### config.mk
export PLATFORM = sky130hd
export DESIGN_NAME = riscv_mmio_uart_tx
export DESIGN_NICKNAME = d
export VERILOG_FILES = /design/src/rtl/riscv_mmio_uart_tx.sv
export SDC_FILE = /design/constraint.sdc
export NUM_CORES = 1
export LEC_CHECK = 0
export ABC_AREA = 1
export CORE_MARGIN = 2
export CORE_UTILIZATION = 50
export DETAILED_ROUTE_END_ITERATION = 7
export HOLD_SLACK_MARGIN = 0.15
export PLACE_DENSITY = 0.82
export SLEW_MARGIN = 20
export SYNTH_ARGS = -nofsm -noshare
export SYNTH_HDL_FRONTEND = slang
export SYNTH_SLANG_ARGS = --single-unit
### constraint.sdc
create_clock -name clk -period 4.6 [get_ports clk]
set_input_delay 0.92 -clock clk [delete_from_list [all_inputs] [get_ports clk]]
set_output_delay 0.92 -clock clk [all_outputs]
set_load 0.05 [all_outputs]
### src/rtl/riscv_mmio_uart_tx.sv
// Memory-mapped 8N1 UART transmitter with TX FIFO, sitting beside data RAM on
// the core's data bus. Register reads are combinational for single-cycle loads.
module riscv_mmio_uart_tx #(
    parameter logic [31:0] BASE_ADDR  = 32'h1000_0000,
    parameter int unsigned FIFO_DEPTH = 8,
    parameter logic [15:0] DIV_RESET  = 16'd434
) (
    input  logic        clk,
    input  logic        clrn,
    input  logic        ce_i,
    input  logic        we_i,
    input  logic [31:0] addr_i,
    input  logic [31:0] wdata_i,
    output logic        sel_o,
    output logic [31:0] rdata_o,
    output logic        txd_o,
    output logic        irq_o
);

    localparam int unsigned PW = (FIFO_DEPTH > 1) ? $clog2(FIFO_DEPTH) : 1;
    localparam int unsigned CW = $clog2(FIFO_DEPTH + 1);

    typedef enum logic [1:0] {IDLE, START, DATA, STOP} state_t;

    logic [7:0]    fifo_mem [FIFO_DEPTH];
    logic [PW-1:0] wr_ptr, rd_ptr;
    logic [CW-1:0] count;
    logic          full, empty, pop, push_req, push_ok, wr_en;
    logic [1:0]    reg_off;
    logic          ovf;
    logic [15:0]   divisor;

    state_t        state, state_next;
    logic [7:0]    shift_q, shift_d;
    logic [15:0]   period_q, period_d, cyc_q, cyc_d;
    logic [2:0]    bit_q, bit_d;
    logic          bit_end, txd_d;

    logic          unused_bits;
    assign unused_bits = ^{addr_i[1:0], wdata_i[31:16]};

    assign sel_o    = (addr_i[31:4] == BASE_ADDR[31:4]);
    assign wr_en    = ce_i & we_i & sel_o;
    assign reg_off  = addr_i[3:2];
    assign push_req = wr_en & (reg_off == 2'd0);
    assign full     = (count == CW'(FIFO_DEPTH));
    assign empty    = (count == '0);
    assign pop      = (state == IDLE) & ~empty;
    // A full FIFO still accepts a push when the head leaves in the same cycle
    assign push_ok  = push_req & (~full | pop);
    assign bit_end  = (cyc_q == period_q - 16'd1);

    // Combinational register read mux; zero unless this window is accessed
    always_comb begin
        rdata_o = '0;
        if (ce_i && sel_o) begin
            case (reg_off)
                2'd1:    rdata_o = {20'd0, 4'(count), 4'd0, ovf, (state != IDLE), empty, full};
                2'd2:    rdata_o = {16'd0, divisor};
                default: rdata_o = '0;
            endcase
        end
    end

    // FIFO storage (no reset needed, validity tracked by count)
    always_ff @(posedge clk) begin
        if (push_ok) fifo_mem[wr_ptr] <= wdata_i[7:0];
    end

    // FIFO pointers and occupancy
    always_ff @(posedge clk) begin
        if (!clrn) begin
            wr_ptr <= '0;
            rd_ptr <= '0;
            count  <= '0;
        end else begin
            if (push_ok) wr_ptr <= wr_ptr + 1'b1;
            if (pop)     rd_ptr <= rd_ptr + 1'b1;
            if (push_ok && !pop)      count <= count + 1'b1;
            else if (!push_ok && pop) count <= count - 1'b1;
        end
    end

    // Control registers: sticky overflow (set beats clear) and bit divisor
    always_ff @(posedge clk) begin
        if (!clrn) begin
            ovf     <= 1'b0;
            divisor <= DIV_RESET;
        end else begin
            if (push_req && !push_ok)                         ovf <= 1'b1;
            else if (wr_en && reg_off == 2'd1 && wdata_i[3]) ovf <= 1'b0;
            if (wr_en && reg_off == 2'd2) divisor <= wdata_i[15:0];
        end
    end

    // FSM state register
    always_ff @(posedge clk) begin
        if (!clrn) state <= IDLE;
        else       state <= state_next;
    end

    // Next-state and datapath next values; bit period latched at pop
    always_comb begin
        state_next = state;
        shift_d    = shift_q;
        period_d   = period_q;
        cyc_d      = cyc_q;
        bit_d      = bit_q;
        case (state)
            IDLE: begin
                if (!empty) begin
                    state_next = START;
                    shift_d    = fifo_mem[rd_ptr];
                    period_d   = (divisor < 16'd2) ? 16'd1 : divisor;
                    cyc_d      = '0;
                    bit_d      = '0;
                end
            end
            START: begin
                if (bit_end) begin
                    state_next = DATA;
                    cyc_d      = '0;
                end else begin
                    cyc_d = cyc_q + 16'd1;
                end
            end
            DATA: begin
                if (bit_end) begin
                    cyc_d = '0;
                    if (bit_q == 3'd7) begin
                        state_next = STOP;
                    end else begin
                        bit_d   = bit_q + 3'd1;
                        shift_d = {1'b0, shift_q[7:1]};
                    end
                end else begin
                    cyc_d = cyc_q + 16'd1;
                end
            end
            default: begin
                if (bit_end) begin
                    state_next = IDLE;
                    cyc_d      = '0;
                end else begin
                    cyc_d = cyc_q + 16'd1;
                end
            end
        endcase
    end

    // Line level for the state being entered, so txd_o tracks the FSM without lag
    always_comb begin
        case (state_next)
            START:   txd_d = 1'b0;
            DATA:    txd_d = shift_d[0];
            default: txd_d = 1'b1;
        endcase
    end

    // Datapath and registered outputs
    always_ff @(posedge clk) begin
        if (!clrn) begin
            shift_q  <= '0;
            period_q <= 16'd1;
            cyc_q    <= '0;
            bit_q    <= '0;
            txd_o    <= 1'b1;
            irq_o    <= 1'b1;
        end else begin
            shift_q  <= shift_d;
            period_q <= period_d;
            cyc_q    <= cyc_d;
            bit_q    <= bit_d;
            txd_o    <= txd_d;
            irq_o    <= empty & (state == IDLE);
        end
    end

endmodule

==> results of run 1 <==
critical path, cell delays in order:
cell	delay, ns
clkdlybuf4s50_1	0.43
nor4_1	0.28
nand2_1	0.15
nor4_4	0.36
clkdlybuf4s50_1	0.87
power by group through the flow:
| stage | combinational [mW] | sequential, mW | clock [mW] |
|---|---|---|---|
| after global routing | 2.01 | 1.68 | 1.49 |
| after CTS | 1.78 | 1.66 | 1.43 |
| after detailed placement | 1.76 | 1.68 | 0 |
| after floorplan | 1.38 | 1.65 | 0 |
| after global placement | 1.72 | 1.67 | 0 |
| final | 1.79 | 1.66 | 1.41 |
metrics by stage:
step	area (um2)	cells	total power, mW	utilization	setup WS [ns]
after floorplan	7270	917	3.03	-	0.213
after global placement	7970	1127	3.40	0.570	0.452
after detailed placement	7970	1127	3.44	0.570	0.354
after CTS	8590	1159	4.86	0.614	0.652
after global routing	8590	1159	5.18	0.614	0.508
final	8590	1159	4.86	0.614	0.683
kinds of logic (layout without fill, tap and decap cells):
group,Yosys count,count (layout),share of synthesized area
flip-flops,141,141,0.480
buffers and inverters,135,197,0.0809
other,1,16,0.000520
XOR/XNOR,14,14,0.0170
AND/OR/NAND/NOR,434,434,0.271
adder cells (fa/ha/maj),13,13,0.0236
AO/OA/AOI/OAI,164,164,0.127
routing by layer:
layer	wire length, um	up-vias	GRT usage
li1	-	3125	-
met1	7120	2941	0.290
met2	8060	247	0.380
met3	1240	29	0.0582
met4	353	0	0.0808
met5	0	-	0
cells in the final DEF (no fill, tap or decap), types with 2 or more instances in the layout:
cell,Yosys,layout
nand2_1,194,194
nand3b_1,5,5
xnor2_1,4,4
edfxtp_1,64,64
clkbuf_16,0,17
nor2_2,9,10
o22ai_1,8,8
and2_1,2,2
nor3_2,2,2
a211oi_1,3,3
o21ai_1,2,2
nor2_4,4,4
nor2_1,113,112
inv_6,0,4
inv_2,7,7
o21ai_0,64,64
conb_1,1,16
ha_1,12,12
nor3_1,9,9
buf_4,17,24
nor4_1,9,9
clkdlybuf4s50_1,0,52
a21oi_1,58,58
clkinv_1,3,3
inv_8,0,5
o211ai_1,13,13
inv_1,78,78
a31oi_1,6,6
nand2_2,7,7
nand2_4,2,2
and3_1,2,2
or2_2,5,5
xor2_1,10,10
dfxtp_1,77,77
bufinv_16,0,2
clkinv_4,0,2
nand4_1,10,10
nand3_1,56,56
o221ai_1,8,8
registers in the layout, indices dropped and copies added, names as in the netlist, named ones only:
name,count
state,2
bit_q,3
ovf,1
irq_o,1
rd_ptr,3
wr_ptr,3
cyc_q,16
divisor,16
shift_q,8
count,4
txd_o,1
period_q,16
fifo_mem,64
Yosys cell counts (all sizes together), types with 8 or more instances:
cell,number,area [um2]
a21oi,58,290
ha,12,150
nor2,127,546
nand4,10,62.6
inv,85,319
nor3,12,81.3
o211ai,13,97.6
dfxtp,77,1540
nand3,57,298
xor2,10,87.6
nor4,10,77.6
nand2,203,795
clkbuf,22,83.8
buf,25,170
o22ai,8,50.1
edfxtp,64,1920
o221ai,8,70.1
o21ai,67,339
area by class of cell:
cell class / instances / area, um2
Multi-Input combinational cell: 641 / 3230
Clock inverter: 15 / 193
Inverter: 88 / 330
Sequential cell: 141 / 3460
Fill cell: 1188 / 5400
Clock buffer: 17 / 425
Tap cell: 180 / 225
Timing Repair Buffer: 77 / 721
worst max path at each step:
stage,cells past startpoint,slack (ns),end
CTS,5,0.65,sel_o
finish,5,0.68,sel_o
floorplan,5,0.21,rdata_o[12]
global placement,16,0.45,count[3]
detailed placement,16,0.35,count[3]
global route,7,0.51,rdata_o[15]
==> results.sh, run 1 <==
export IMPL_r2r_cells=14
export IMPL_worstSetupStartpoint="addr_i[20]"
export IMPL_worstSetupPathType="input port to output port"
export IMPL_power_frac_clock=0.290
export IMPL_firstDrtPassIters=5
export IMPL_status="finished clean"
export IMPL_grt_pass1_wl_mm=27.2
export IMPL_synth_ff_type="dfxtp_1"
export IMPL_final_layout_size_suffix_gt1_frac=0.101
export IMPL_ys_async_sr_fraction=0
export IMPL_dpl_hpwl_mm=11.7
export IMPL_p_int_mw=2.89
export IMPL_ir_drop_mv=0.300
export IMPL_cp_max_fo=4
export IMPL_grt_max_degree=43
export IMPL_viasPerCell=5.47
export IMPL_synth_seq_area_share=0.480
export IMPL_start_kind="input port"
export IMPL_synth_warning_count=0
export IMPL_ios=103
export IMPL_r2r_start="state[1]"
export IMPL_place_port_buffers=68
export IMPL_dieHeight_um=124
export IMPL_ys_types=46
export IMPL_ys_ff_latch=141
export IMPL_hold_start="bit_q[1]"
export IMPL_r2r_end="count[3]"
export IMPL_netlist_area_mm2=0.00722
export IMPL_cts_hold_buf=0
export IMPL_arrival_ns=3.00
export IMPL_antenna_found_initial=0
export IMPL_cts_root_buf="clkbuf_16"
export IMPL_period_needed_ns=3.92
export IMPL_min_delay_path_depth=2
export IMPL_cts_setup_buffers=0
export IMPL_grt_total_usage=0.229
export IMPL_crit_path_end_kind="output port"
export IMPL_slew_violations=0
export IMPL_n_antenna_cell=0
export IMPL_tightest_slew_ns=0.931
export IMPL_power_net_switching_mw=1.97
export IMPL_ff2ff_setup_slack_ns=1.61
export IMPL_drt_iter0_drc=498
export IMPL_dieArea_mm2=0.0154
export IMPL_fin_nets=1047
export IMPL_min_to="bit_q[1]"
export IMPL_netlist_instances=902
export IMPL_fp_row_count=43
export IMPL_die_x_um=124
export IMPL_timing_setup_tns_ns=0
export IMPL_timing_fmax_ghz=0.255
export IMPL_synth_area_per_cell_um2=8.00
export IMPL_hold_class="flop to flop"
export IMPL_setup_viol=0
export IMPL_grt_pass1_vias=5775
export IMPL_clock_sinks=141
export IMPL_p_leak_nw=3.39
export IMPL_power_frac_seq=0.342
export IMPL_drcViolationCount=0
export IMPL_routedWlPerCell_um=14.5
export IMPL_clkTransAtPathRegs_ns=0.06
export IMPL_critPathRequiredTime_ns=3.68
export IMPL_cts_max_path_buffers=2
export IMPL_routed_wirelength_mm=16.8
export IMPL_holdWs_ns=0.449
export IMPL_initial_utilization=0.516
export IMPL_antenna_left=0
export IMPL_overflow=0
export IMPL_vias=6342
export IMPL_relSlewSlack=0.379
export IMPL_tritoncts="yes"
export IMPL_swShare=0.406
export IMPL_finalCritPeriodShare=0.852
export IMPL_syn_to_final_growth_pct=19.0
export IMPL_power_density_mw_per_mm2=566
export IMPL_core_region_area_mm2=0.0140
export IMPL_rsz0062_at_grt="false"
export IMPL_place_gp_congestion=0.937
export IMPL_clock_latency_ns=0.43
export IMPL_hold_violations=0
export IMPL_finClkSkew_ns=0.00967
export IMPL_cts_buffers=17
export IMPL_synth_edf_count=64
export IMPL_power_frac_comb=0.368
export IMPL_max_cap_viol_count=0
export IMPL_h_tree_depth=4
export IMPL_cts_resized_gates=0
(Power assumes the default switching activity.)
==> run 2, diff against run 1 <==
--- a/config.mk
+++ b/config.mk
@@ -6,6 +6,7 @@
 export NUM_CORES = 1
 export LEC_CHECK = 0
 export ABC_AREA = 1
+export CAP_MARGIN = 20
 export CORE_MARGIN = 2
 export CORE_UTILIZATION = 50
 export DETAILED_ROUTE_END_ITERATION = 7
==> results of run 2 <==
Final layout, timing and power as in run 1 (identical DEF).
==> run 3, diff against run 2 <==
--- a/config.mk
+++ b/config.mk
@@ -11,7 +11,7 @@
 export CORE_UTILIZATION = 50
 export DETAILED_ROUTE_END_ITERATION = 7
 export HOLD_SLACK_MARGIN = 0.15
-export PLACE_DENSITY = 0.82
+export PLACE_DENSITY = 0.83
 export SLEW_MARGIN = 20
 export SYNTH_ARGS = -nofsm -noshare
 export SYNTH_HDL_FRONTEND = slang
==> run 3 against run 2 <==
Net effect:
- sequential power about the same
- clock skew fell by 0.0033 ns
- largest cell class unchanged
- critical path type unchanged
- wire length is 0.80% higher
- hold slack gained 0.0021 ns
- sequential share of layout area is 0.25 points higher
- critical endpoint unchanged
- final area decreased by 0.61%
- register-to-register slack worse by 0.37 ns
==> results.sh, run 3 (synthesis gave the netlist of run 1 again) <==
export IMPL_period_needed_ns=3.98
export IMPL_power_density_mw_per_mm2=563
export IMPL_critPathRequiredTime_ns=3.68
export IMPL_finClkSkew_ns=0.00635
export IMPL_vias=6274
export IMPL_timing_fmax_ghz=0.251
export IMPL_cp_slowest_cell="clkdlybuf4s50_1"
export IMPL_slowest_delay_ns=0.87
export IMPL_antenna_left=0
export IMPL_worstSetupPathType="input port to output port"
export IMPL_timing_setup_tns_ns=0
export IMPL_critPathMostFrequentCell="clkdlybuf4s50_1"
export IMPL_core_region_area_mm2=0.0140
export IMPL_dpl_hpwl_mm=11.7
export IMPL_critical_path_cell_chain="clkdlybuf4s50_1 > nor4_1 > nand2_1 > nor4_4 > clkdlybuf4s50_1"
export IMPL_place_port_buffers=68
export IMPL_grt_max_degree=40
export IMPL_p_leak_nw=3.36
export IMPL_fin_ws_ns=0.623
export IMPL_tritoncts="yes"
export IMPL_grt_pass1_vias=5930
export IMPL_top_register="fifo_mem"
export IMPL_overflow=0
export IMPL_clkTransAtPathRegs_ns=0.06
export IMPL_finalCritPeriodShare=0.864
export IMPL_rsz0062_at_grt="false"
export IMPL_cts_resized_gates=0
export IMPL_h_tree_depth=4
export IMPL_crit_path_end_kind="output port"
export IMPL_ir_drop_mv=0.339
export IMPL_grt_pass1_wl_mm=28.0
export IMPL_start_kind="input port"
export IMPL_viasPerCell=5.42
export IMPL_status="finished clean"
export IMPL_hold_violations=0
export IMPL_routed_wirelength_mm=16.9
export IMPL_drt_iter0_drc=542
export IMPL_dieArea_mm2=0.0154
export IMPL_fp_row_count=43
export IMPL_arrival_ns=3.06
export IMPL_antenna_found_initial=0
export IMPL_n_antenna_cell=0
export IMPL_fin_nets=1045
export IMPL_largest_reg_flops=64
export IMPL_cts_hold_buf=0
export IMPL_grt_total_usage=0.236
export IMPL_syn_to_final_growth_pct=18.2
export IMPL_clock_latency_ns=0.43
export IMPL_layout_common_cells="nand2_1, nor2_1, inv_1"
export IMPL_cts_root_buf="clkbuf_16"
export IMPL_cp_max_fo=4
export IMPL_setup_viol=0
export IMPL_max_cap_viol_count=0
export IMPL_cts_setup_buffers=0
export IMPL_cts_buffers=17
export IMPL_ios=103
export IMPL_dpl_worst_slack_ns=0.356
export IMPL_hold_class="flop to flop"
export IMPL_cts_max_path_buffers=2
export IMPL_slew_violations=0
export IMPL_clock_sinks=141
export IMPL_seq_area_mm2=0.00346
export IMPL_final_layout_size_suffix_gt1_frac=0.0993
export IMPL_initial_utilization=0.516
export IMPL_routedWlPerCell_um=14.6
export IMPL_die_x_um=124
export IMPL_drcViolationCount=0
export IMPL_dieHeight_um=124
export IMPL_final_common_cell="nand2_1"
export IMPL_multi_input_area_mm2=0.00323
export IMPL_firstDrtPassIters=5
export IMPL_tightest_slew_ns=0.931
export IMPL_place_gp_congestion=0.919
export IMPL_fillers=1154
export IMPL_relSlewSlack=0.379
[run 3: layer usage]
layer	global-route usage	vias up	wire [um]
li1	-	3120	-
met1	0.298	2864	7100
met2	0.388	266	8240
met3	0.0609	24	1280
met4	0.0885	0	286
met5	0	-	0
[run 3: cell type report]
cell class	count	area share
Timing Repair Buffer	75	0.0812
Clock inverter	15	0.0196
Clock buffer	17	0.0498
Inverter	88	0.0387
Multi-Input combinational cell	641	0.378
Tap cell	180	0.0264
Sequential cell	141	0.406
[run 3: per-stage QoR]
| step | area [um2] | util | total power [mW] | cells | hold WS [ns] |
|---|---|---|---|---|---|
| 3_3_place_gp | 7940 | 0.568 | 3.39 | 1125 | 0.437 |
| 3_5_place_dp | 7940 | 0.568 | 3.43 | 1125 | 0.445 |
| 4_1_cts | 8530 | 0.610 | 4.80 | 1157 | 0.454 |
| 5_1_grt | 8530 | 0.610 | 5.13 | 1157 | 0.470 |
| 2_1_floorplan | 7270 | - | 3.03 | 917 | 0.427 |
| 6_report | 8530 | 0.610 | 4.81 | 1157 | 0.451 |
[run 3: final timing paths]
kind | slack, ns | startpoint | cells past startpoint | end
max | 0.62 | addr_i[24] | 5 | sel_o
min | 0.45 | bit_q[2] | 2 | bit_q[2]
max reg2reg | 1.24 | state[1] | 15 | count[3]
min reg2reg | 0.45 | bit_q[2] | 2 | bit_q[2]
[run 3: power by group]
| group | internal (mW) | total [mW] | switching (mW) |
|---|---|---|---|
| registers | 1.47 | 1.66 | 0.187 |
| clock network | 0.771 | 1.36 | 0.585 |
| logic | 0.590 | 1.79 | 1.20 |
[run 3: worst max-delay path, delay by kind of cell]
| kind | cells | cell delay (ns) |
|---|---|---|
| buffers and inverters | 2 | 1.31 |
| and+or+nand+nor | 3 | 0.82 |
